## src/rtl/univ_shift_reg.sv

```systemverilog
// Universal WIDTH-bit shift register: hold, logical/arithmetic shift, rotate,
// parallel load and clear, with a saturating shift counter and done flag.
module univ_shift_reg #(
  parameter int                WIDTH       = 8,
  parameter logic [WIDTH-1:0]  RESET_VALUE = '0,
  parameter int                CW          = $clog2(WIDTH + 1)
) (
  input  logic             clock,
  input  logic             Reset,
  input  logic             En,
  input  logic [2:0]       Mode,
  input  logic [WIDTH-1:0] D,
  input  logic             SerInR,
  input  logic             SerInL,
  output logic [WIDTH-1:0] Q,
  output logic             SerOutR,
  output logic             SerOutL,
  output logic [CW-1:0]    ShiftCnt,
  output logic             Done
);

  localparam logic [2:0] MODE_HOLD  = 3'b000;
  localparam logic [2:0] MODE_SHR   = 3'b001;
  localparam logic [2:0] MODE_SHL   = 3'b010;
  localparam logic [2:0] MODE_ROR   = 3'b011;
  localparam logic [2:0] MODE_ROL   = 3'b100;
  localparam logic [2:0] MODE_LOAD  = 3'b101;
  localparam logic [2:0] MODE_ASR   = 3'b110;
  localparam logic [2:0] MODE_CLEAR = 3'b111;

  localparam logic [CW-1:0] CNT_FULL = CW'(WIDTH);

  logic [WIDTH-1:0] q_p0;
  logic [CW-1:0]    cnt_p0;
  logic             done_p0;

  logic [WIDTH-1:0] q_nxt;
  logic [CW-1:0]    cnt_nxt;

  function automatic logic [WIDTH-1:0] data_next(
    input logic [WIDTH-1:0] q,
    input logic [2:0]       mode,
    input logic [WIDTH-1:0] d,
    input logic             ser_r,
    input logic             ser_l
  );
    logic signed [WIDTH-1:0] q_s;
    logic [WIDTH-1:0]        r;
    q_s = signed'(q);
    r   = q;
    case (mode)
      MODE_SHR:   r = {ser_r, q[WIDTH-1:1]};
      MODE_SHL:   r = {q[WIDTH-2:0], ser_l};
      MODE_ROR:   r = {q[0], q[WIDTH-1:1]};
      MODE_ROL:   r = {q[WIDTH-2:0], q[WIDTH-1]};
      MODE_LOAD:  r = d;
      MODE_ASR:   r = unsigned'(q_s >>> 1);
      MODE_CLEAR: r = '0;
      default:    r = q;
    endcase
    return r;
  endfunction

  function automatic logic is_shift(input logic [2:0] mode);
    return (mode == MODE_SHR) || (mode == MODE_SHL) || (mode == MODE_ROR) ||
           (mode == MODE_ROL) || (mode == MODE_ASR);
  endfunction

  // Counter never wraps: it sticks at WIDTH once every bit has been shifted out.
  function automatic logic [CW-1:0] sat_inc(input logic [CW-1:0] cnt);
    return (cnt >= CNT_FULL) ? CNT_FULL : cnt + CW'(1);
  endfunction

  always_comb begin
    q_nxt   = q_p0;
    cnt_nxt = cnt_p0;
    if (En) begin
      q_nxt = data_next(q_p0, Mode, D, SerInR, SerInL);
      if (is_shift(Mode))
        cnt_nxt = sat_inc(cnt_p0);
      else if ((Mode == MODE_LOAD) || (Mode == MODE_CLEAR))
        cnt_nxt = '0;
      else
        cnt_nxt = cnt_p0;
    end
  end

  // Stage p0: register state; done is derived from the next count so it rises
  // on the same edge the count reaches WIDTH.
  always_ff @(posedge clock) begin
    if (Reset) begin
      q_p0    <= RESET_VALUE;
      cnt_p0  <= '0;
      done_p0 <= 1'b0;
    end else if (En) begin
      q_p0    <= q_nxt;
      cnt_p0  <= cnt_nxt;
      done_p0 <= (cnt_nxt == CNT_FULL);
    end
  end

  assign Q        = q_p0;
  assign ShiftCnt = cnt_p0;
  assign Done     = done_p0;
  assign SerOutR  = q_p0[0];
  assign SerOutL  = q_p0[WIDTH-1];

endmodule

```

## config.mk

```make
export PLATFORM = sky130hd
export DESIGN_NAME = univ_shift_reg
export DESIGN_NICKNAME = d
export VERILOG_FILES = /design/src/rtl/univ_shift_reg.sv
export SDC_FILE = /design/constraint.sdc
export NUM_CORES = 1
export LEC_CHECK = 0
export CORE_MARGIN = 2
export CORE_UTILIZATION = 45
export CTS_CLUSTER_SIZE = 30
export DETAILED_ROUTE_END_ITERATION = 12
export PLACE_DENSITY_LB_ADDON = 0.3
export SLEW_MARGIN = 15
export SYNTH_ARGS = -nofsm -noshare
export SYNTH_HDL_FRONTEND = slang
export SYNTH_SLANG_ARGS = --single-unit
```

## constraint.sdc

```tcl
create_clock -name clock -period 3.4 [get_ports clock]
set_input_delay 0.51 -clock clock [delete_from_list [all_inputs] [get_ports clock]]
set_output_delay 0.51 -clock clock [all_outputs]
set_load 0.01 [all_outputs]
```

# ---- After elaboration in Yosys (flattened, before gate mapping)
# Cells that the tools add are included.
# Widths: inputs -> output; s select.
dict set report totals {
  ff_bits 13
  out_inout_bits 15
  input_bits 16
  wordCells 29
}
dict set report op_classes {
  n_addsub 1
  order_cmp 1
  eq_ne 8
  n_reduce_logical 9
  n_bitwise 1
  mux 5
}
# cell n
set ops {}
lappend ops {{$pmux 8 s7} 1}
lappend ops {{$mux 4} 4}
lappend ops {{$eq 3x3->1 const B} 4}
lappend ops {{$reduce_bool 7->1} 1}
lappend ops {{$eq 3x2->1 const B} 2}
lappend ops {{$reduce_bool 6->1} 1}
lappend ops {{$logic_or 1x1->1} 5}
lappend ops {{$add 4x1->4 const B} 1}
lappend ops {{$eq 4x4->1 const B} 1}
lappend ops {{$ge 4x4->1 const B} 1}
lappend ops {{$eq 3x1->1 const B} 1}
lappend ops {{$reduce_and 3->1} 1}
lappend ops {{$reduce_and 2->1} 1}
lappend ops {{$not 1->1} 1}

# ---- Logic depth before layout (Yosys ltp)
# Gate-level depths: netlist (run 1).
dict set report depth {
  word_depth 8
  depth_mapped 6
  ltp_nobuf 6
}

# ---- Worst setup path after synthesis (run 1)
# OpenSTA, ideal clock, no wires.
dict set report synth_timing {
  path_kind {register to register}
  start {register cnt_p0[0] (netlist: ShiftCnt[0])}
  end {register done_p0 (netlist: Done)}
  period_less_slack_ns 1.547
  slack_ns 1.853
  setup_ns 0.092
  stages_incl_launch_ff 7
  t_required_ns 3.308
  arrival_ns 1.455
  path_buffers 0
  cell_sequence {dfxtp_1 > inv_1 > ha_1 > nand4b_1 > a21oi_1 > nor3_1 > o32ai_1}
}
dict set report synth_between {
  elab_chain_cells 5
  word_cells_on_any_way 7
  classes_between {add/sub (1); order compare (1); eq/ne (1); mux (4)}
}
# element line
set synth_rtl {}
lappend synth_rtl {{from (decl)} 34} ;# logic [CW-1:0] cnt_p0;
lappend synth_rtl {{from (signal assigned)} 97} ;# cnt_p0 <= cnt_nxt;
lappend synth_rtl {{$add 4x1->4 or $ge 4x4->1 (tied branches)} 71} ;# return (cnt >= CNT_FULL) ? CNT_FULL : cnt + CW'(1);
lappend synth_rtl {{$mux 4} 71}
lappend synth_rtl {{$mux 4} 79} ;# if (is_shift(Mode))
lappend synth_rtl {{$mux 4 (*)} 77} ;# if (En) begin
lappend synth_rtl {{$eq 4x4->1 (*)} 98} ;# done_p0 <= (cnt_nxt == CNT_FULL);
lappend synth_rtl {{to (signal assigned)} 98}
lappend synth_rtl {{to (decl)} 35} ;# logic done_p0;
# Mark *: on every way between the ends. The rest lies on a longest branch, timed or not.
# A chain may end at the register's enable or synchronous reset.

# ---- Worst setup path in the final report (run 1)
dict set report layout_timing {
  start {input port Mode[0]}
  end {register q_p0[5] (netlist: Q[5])}
}
dict set report layout_between {
  elab_chain_cells 3
  word_cells_on_any_way 10
  classes_between {eq/ne (7); mux (1); reduce/logical (2)}
}
# element line
set layout_rtl {}
lappend layout_rtl {{from (decl)} 11} ;# input logic [2:0] Mode,
lappend layout_rtl {{$eq 3x1->1 (tied with other cells)} 51} ;# case (mode)
lappend layout_rtl {{$reduce_bool 7->1 (no source line)} --}
lappend layout_rtl {{$reduce_and 2->1 (no source line)} --}
lappend layout_rtl {{to (signal assigned)} 96} ;# q_p0 <= q_nxt;
lappend layout_rtl {{to (decl)} 33} ;# logic [WIDTH-1:0] q_p0;
# Parallel ways exist; a longest one is shown, timed or not.

==> results of run 1 <==
[metrics by stage]
| stage | instances | cell area [µm²] | hold slack, ps | setup WS, ps |
|---|---|---|---|---|
| 2_1_floorplan | 111 | 880 | 502 | 1850 |
| 3_5_place_dp | 158 | 1150 | 510 | 1010 |
| 4_1_cts | 162 | 1180 | 520 | 1290 |
| 6_report | 162 | 1180 | 512 | 1250 |
| 5_1_grt | 162 | 1180 | 535 | 1080 |
| 3_3_place_gp | 158 | 1150 | 472 | 1100 |
[routing by layer]
layer / track usage [%] / share of wire [%] / wire, µm
met5: 0 / 0 / 0
met3: 7.04 / 6.3 / 142
met1: 28.0 / 44 / 989
met2: 40.3 / 50 / 1130
met4: 3.24 / 0 / 0
[cell usage after synthesis, types with 2 or more instances]
library cell  count  area share (%)
inv_1             6             2.6
nand2_1          11             4.7
o21ai_0           2             1.1
buf_2             2             1.1
buf_6             2             2.6
nor2_1           11             4.7
nand3_1           5             2.8
dfxtp_1          13              30
nand4b_1          3             3.0
a21o_1            6             5.1
nor2b_1           4             2.8
buf_4             3             2.6
a21oi_1           7             4.0
or3_1             2             1.4
a221oi_1          7             7.0
a211oi_1          6             5.1
nand2b_1          2             1.4
ha_1              2             2.8
[logic make-up after synthesis]
| kind of cell | after synthesis | synth area share (%) |
|---|---|---|
| and+or+nand+nor | 43 | 25.2 |
| buffers and inverters | 14 | 9.25 |
| AOI/OAI and AO/OA | 37 | 30.4 |
| adders and majority gates | 2 | 2.84 |
| DFF | 13 | 29.6 |
| muxes | 2 | 2.70 |
[worst register-to-register path, stage by stage (launching register included)]
cell and delay [ps]:
dfxtp_1 460, inv_1 120, ha_1 350, nand4b_1 190, a21oi_1 160, nor3_1 70
o32ai_1 300
[report_power, final]
group / internal (mW) / switching [mW] / total [mW]
combinational: 0.0563 / 0.0501 / 0.106
sequential: 0.161 / 0.0107 / 0.171
clock: 0.0455 / 0.0519 / 0.0974
total: 0.263 / 0.113 / 0.375
[worst max-delay path by stage]
stage                 from    to  cells past startpoint
2_1_floorplan  ShiftCnt[0]  Done                      6
3_3_place_gp       Mode[0]  Q[5]                      5
3_5_place_dp       Mode[0]  Q[2]                      5
4_1_cts            Mode[0]  Q[5]                      5
5_1_grt            Mode[0]  Q[2]                      5
6_report           Mode[0]  Q[5]                      5
[area by class of cell]
| class | count | area (µm²) |
|---|---|---|
| fill | 159 | 604 |
| multi-input combinational | 84 | 538 |
| timing repair buffer | 30 | 300 |
| sequential | 13 | 260 |
| tap | 25 | 31.3 |
| clock buffer | 4 | 26.3 |
| inverter | 6 | 22.5 |
[state kept, by name, indices dropped and copies added (netlist names)]
signal,count
ShiftCnt,4
Done,1
Q,8
==> summary.txt, run 1 <==
Run status
  – Status: finished, final reports clean

Clock tree
  – CTS tree: built
  – CTS Sinks: 13
  – # Post-CTS Setup Buffers: 0
  – Post-CTS Hold Fix Bufs: 0
  – H-tree depth: 1
  – Clock buffer depth: 2
  – TritonCTS buffer count: 3
  – Clock root buffer: clkbuf_4
  – Worst-path clk slew: 80 ps
  – Post-CTS sizing: 0
  – Clk_lat worst skew: 280 ps

Hold path
  – HP Class: reg2reg
  – HP Start: Done
  – Hold path cells: 2
  – Worst Hold End: Done

Timing
  – RSZ-0062 raised after global routing: no
  – Final setup violation count: 0
  – Max Clk Rate: 464 MHz
  – Fin. max-slew vios: 0
  – Period utilisation layout: 63.3%
  – Worst Skew: 5.54 ps
  – Setup TNS: 0 ps
  – Slew headroom: 62.2%
  – Final hold vios: 0
  – Final min period: 2150 ps
  – Worst Tran Pin Value: between 500 and 600 ps

Run
  – Max Cap Viol: 0

Drt
  – Vias per cell: 5.81
  – Via count: 942
  – Iteration-0 DRC count of the detailed router: 20
  – Wire per inst: 13.9 µm
  – Post-route DRC: 0
  – First drt pass iteration count: 4
  – Final WL: 2260 µm
  – Final ANT Viol Nets: 0

Synthesis
  – EDFF count, synth: 0
  – Post-Syn Instances: 111
  – Post-synth cell types: 35
  – Post-synthesis sequential area ratio: 29.6%
  – Seq cells post-synth: 13
  – YS warnings: 0
  – Cell Area, Synth: just under 900 µm²
  – Top_reg_cell synth: dfxtp_1
  – Syn_area_per_cell: between 7 and 8 µm²
  – Post-synth ARST share: 0%
  – Syn Nets: between 100 and 150

Critical path
  – Data arrival, critical path: between 2000 and 2500 ps
  – RR Endpoint: Done
  – Critical Path RT: 3570 ps
  – Setup crit start kind: input port
  – CP endpoint kind: flip-flop
  – CP cell instances: clkdlybuf4s50_1 > inv_1 > nor3b_2 > a221oi_1 > a211oi_1
  – CP top delay family: buffers and inverters
  – Setup CP Type: in2reg
  – Crit-path max cell delay: 690 ps
  – CP Max Fanout: 12
  – Reg2reg path depth: 6
  – Setup slack, reg-to-reg: 1670 ps
  – Critical path buffers and inverters: 2
  – RR Startpoint: ShiftCnt[0]
  – Critical-path top delay cell: clkdlybuf4s50_1

Floorplanning
  – Core box area: 0.00178 mm²
  – I/O pin total: 31
  – Chip width: between 40 and 50 µm
  – DIE AREA: 0.00232 mm²
  – Std cell rows: 15
  – Die height: a little under 50 µm
  – Initial core utilization: 49.3%

Power and ir drop
  – Power Dens Cells: between 300 and 400 mW/mm²
  – P_leak: 0.439 nW
  – Peak VDD IR: between 0.2 and 0.25 mV
  – Final Total Pwr: 0.375 mW

Final layout
  – Share of post-route cells with drive strength above 1: under 10%
  – Commonest cells after routing, fill and taps aside: clkdlybuf4s50_1 (30), dfxtp_1 (13), nand2_1 (11), nor2_1 (11)
  – Diodes inserted: 0
  – Fin nets: 156
  – Final Core Density: 66.1%
  – Commonest non-fill, non-tap cell in the layout: clkdlybuf4s50_1
  – Layout area overhead: 34.0%

Placed design
  – GP Congestion: roughly 0.86
  – Port buffer count: 30
  – HPWL Detailed: 1670 µm

GRT
  – First-pass GRT wire length: 3750 µm
  – Grt total ovfl: 0
  – Number of global-route vias before repair: 861
  – Initial antenna violation count: 0
  – Total GRT Usage: 22.9%
  – Largest net degree at the start of global routing: 16
Power figures use the tool's default switching activity.
==> inputs of run 2 (changes only) <==
--- a/config.mk
+++ b/config.mk
@@ -6,7 +6,7 @@
 export NUM_CORES = 1
 export LEC_CHECK = 0
 export CORE_MARGIN = 2
-export CORE_UTILIZATION = 45
+export CORE_UTILIZATION = 39
 export CTS_CLUSTER_SIZE = 30
 export DETAILED_ROUTE_END_ITERATION = 12
 export PLACE_DENSITY_LB_ADDON = 0.3
==> constraint.sdc (replaced) <==
create_clock -name clock -period 1.7 [get_ports clock]
set_input_delay 0.255 -clock clock [delete_from_list [all_inputs] [get_ports clock]]
set_output_delay 0.255 -clock clock [all_outputs]
set_load 0.01 [all_outputs]
==> run 2 against run 1 <==
Clock power rose by 110%; sequential cell count unchanged; non-clock buffer count up 17; first-iteration DRC count increased by 30%; final cell count is 12% higher; sequential share of layout area fell by 2.2 points; final area grew 11%; routed wire length grew 11%; critical path type is now reg2reg; largest cell class unchanged.
==> summary.txt, run 2 (synthesized netlist as in run 1, its figures left out) <==
Final layout
  – Final Core Density: just over 60%
  – Commonest cells after routing, fill and taps aside: clkdlybuf4s50_1 (30), buf_4 (17), dfxtp_1 (13)
  – Diodes inserted: 0
  – Fin nets: 173
  – FF/Latch Area: approximately 260 µm²
  – Layout area overhead: 48.9%
  – Share of post-route cells with drive strength above 1: between 15 and 20%
  – Filler Cell Count: 213
  – Commonest non-fill, non-tap cell in the layout: clkdlybuf4s50_1
  – Max reg flops: 8
  – Multi-input gate area: 538 µm²

Placed design
  – GP Congestion: 0.808
  – HPWL Detailed: 1920 µm
  – Port buffer count: 30

Run
  – Max Cap Viol: 0

Clock tree
  – Clock root buffer: clkbuf_4
  – CTS Sinks: 13
  – TritonCTS buffer count: 3
  – Clock buffer depth: 2
  – Clk_lat worst skew: around 280 ps
  – CTS tree: built
  – Worst-path clk slew: approximately 90 ps
  – H-tree depth: 1
  – Post-CTS Hold Fix Bufs: 0
  – # Post-CTS Setup Buffers: 0
  – Post-CTS sizing: 0

GRT
  – Number of global-route vias before repair: 1005
  – First-pass GRT wire length: about 4200 µm
  – Grt total ovfl: 0
  – Largest net degree at the start of global routing: 11
  – Initial antenna violation count: 0
  – Total GRT Usage: 20.8%

Critical path
  – CP Max Fanout: 6
  – CP endpoint kind: flip-flop
  – Critical Path RT: 1890 ps
  – Crit-path max cell delay: between 400 and 500 ps
  – CP top delay family: compound AO/OA/AOI/OAI gates
  – RR Startpoint: ShiftCnt[1]
  – Critical-path top delay cell: dfxtp_1
  – CP cell instances: inv_1 > ha_1 > nand4b_1 > a21oi_1 > nor3_1 > o32ai_1
  – Critical path depth in cells: 6
  – Setup CP Type: reg2reg
  – Critical Path Source: ShiftCnt[1]
  – Setup crit start kind: flip-flop
  – Critical path buffers and inverters: 1
  – Reg2reg path depth: 6
  – Data arrival, critical path: 1770 ps

Timing
  – RSZ-0062 raised after global routing: no
  – Period utilisation layout: 93.0%
  – Worst Skew: 1.70 ps
  – Final hold vios: 0
  – Final setup violation count: 0
  – Final min period: 1580 ps
  – Slew headroom: 75.3%
  – Setup TNS: 0 ps
  – Max Clk Rate: 632 MHz
  – Hold_ws: 502 ps
  – Fin. max-slew vios: 0
  – Worst Tran Pin Value: ~370 ps

Floorplanning
  – Std cell rows: 17
  – I/O pin total: 31
  – Chip width: 51.5 µm
  – Initial core utilization: 40.5%
  – DIE AREA: 0.00265 mm²
  – Die height: 51.5 µm
  – Core box area: 0.00217 mm²

Drt
  – First drt pass iteration count: 4
  – Final ANT Viol Nets: 0
  – Iteration-0 DRC count of the detailed router: 26
  – Post-route DRC: 0
  – Wire per inst: 13.7 µm
  – Final WL: 2500 µm
  – Via count: 1022
  – Vias per cell: 5.62

Hold path
  – HP Class: reg2reg
  – Hold path cells: 2
  – HP Start: Done

Run status
  – Status: finished, final reports clean

Power and ir drop
  – Power Dens Cells: 604 mW/mm²
  – P_leak: 0.522 nW
  – Peak VDD IR: roughly 0.43 mV
run 2: changes by cell type in the layout (fill, tap and decap cells not counted):
cell   before  now
buf_4       0   17
run 2: final cells by class:
type | count | area share, %
multi-input combinational | 84 | 41.1
clock buffer | 4 | 2.01
inverter | 6 | 1.72
timing repair buffer | 47 | 32.7
tap | 28 | 2.67
sequential | 13 | 19.9
run 2: routing by layer:
layer	global-route usage, %	routed length, µm	up-vias
met5	0	0	-
met1	23.9	1030	490
met4	2.63	14	0
li1	-	-	498
met2	39.1	1320	32
met3	5.75	131	2
run 2: where the power goes:
| part | internal (mW) | switching (mW) |
|---|---|---|
| clock | 0.0911 | 0.110 |
| combinational | 0.140 | 0.110 |
| sequential | 0.322 | 0.0193 |
run 2: worst paths after layout:
| path | end | slack (ps) |
|---|---|---|
| worst min register to register | Done | 500 |
| worst max register to register | Done | 120 |
| worst max-delay path | Done | 120 |
| worst min-delay path | Done | 500 |
run 2: stage by stage:
| stage | worst slack [ps] | area [µm²] | std cells | total power, mW |
|---|---|---|---|---|
| floorplan | 153 | 880 | 111 | 0.471 |
| global placement | -71.9 | 1280 | 178 | 0.591 |
| detailed placement | -100 | 1280 | 178 | 0.597 |
| CTS | 107 | 1310 | 182 | 0.794 |
| global route | 26.0 | 1310 | 182 | 0.843 |
| finish | 119 | 1310 | 182 | 0.792 |
run 2: worst min-delay path, stage by stage, from the launching register on:
cell	delay [ps]
dfxtp_1	320
nand2_1	60
o32ai_1	70
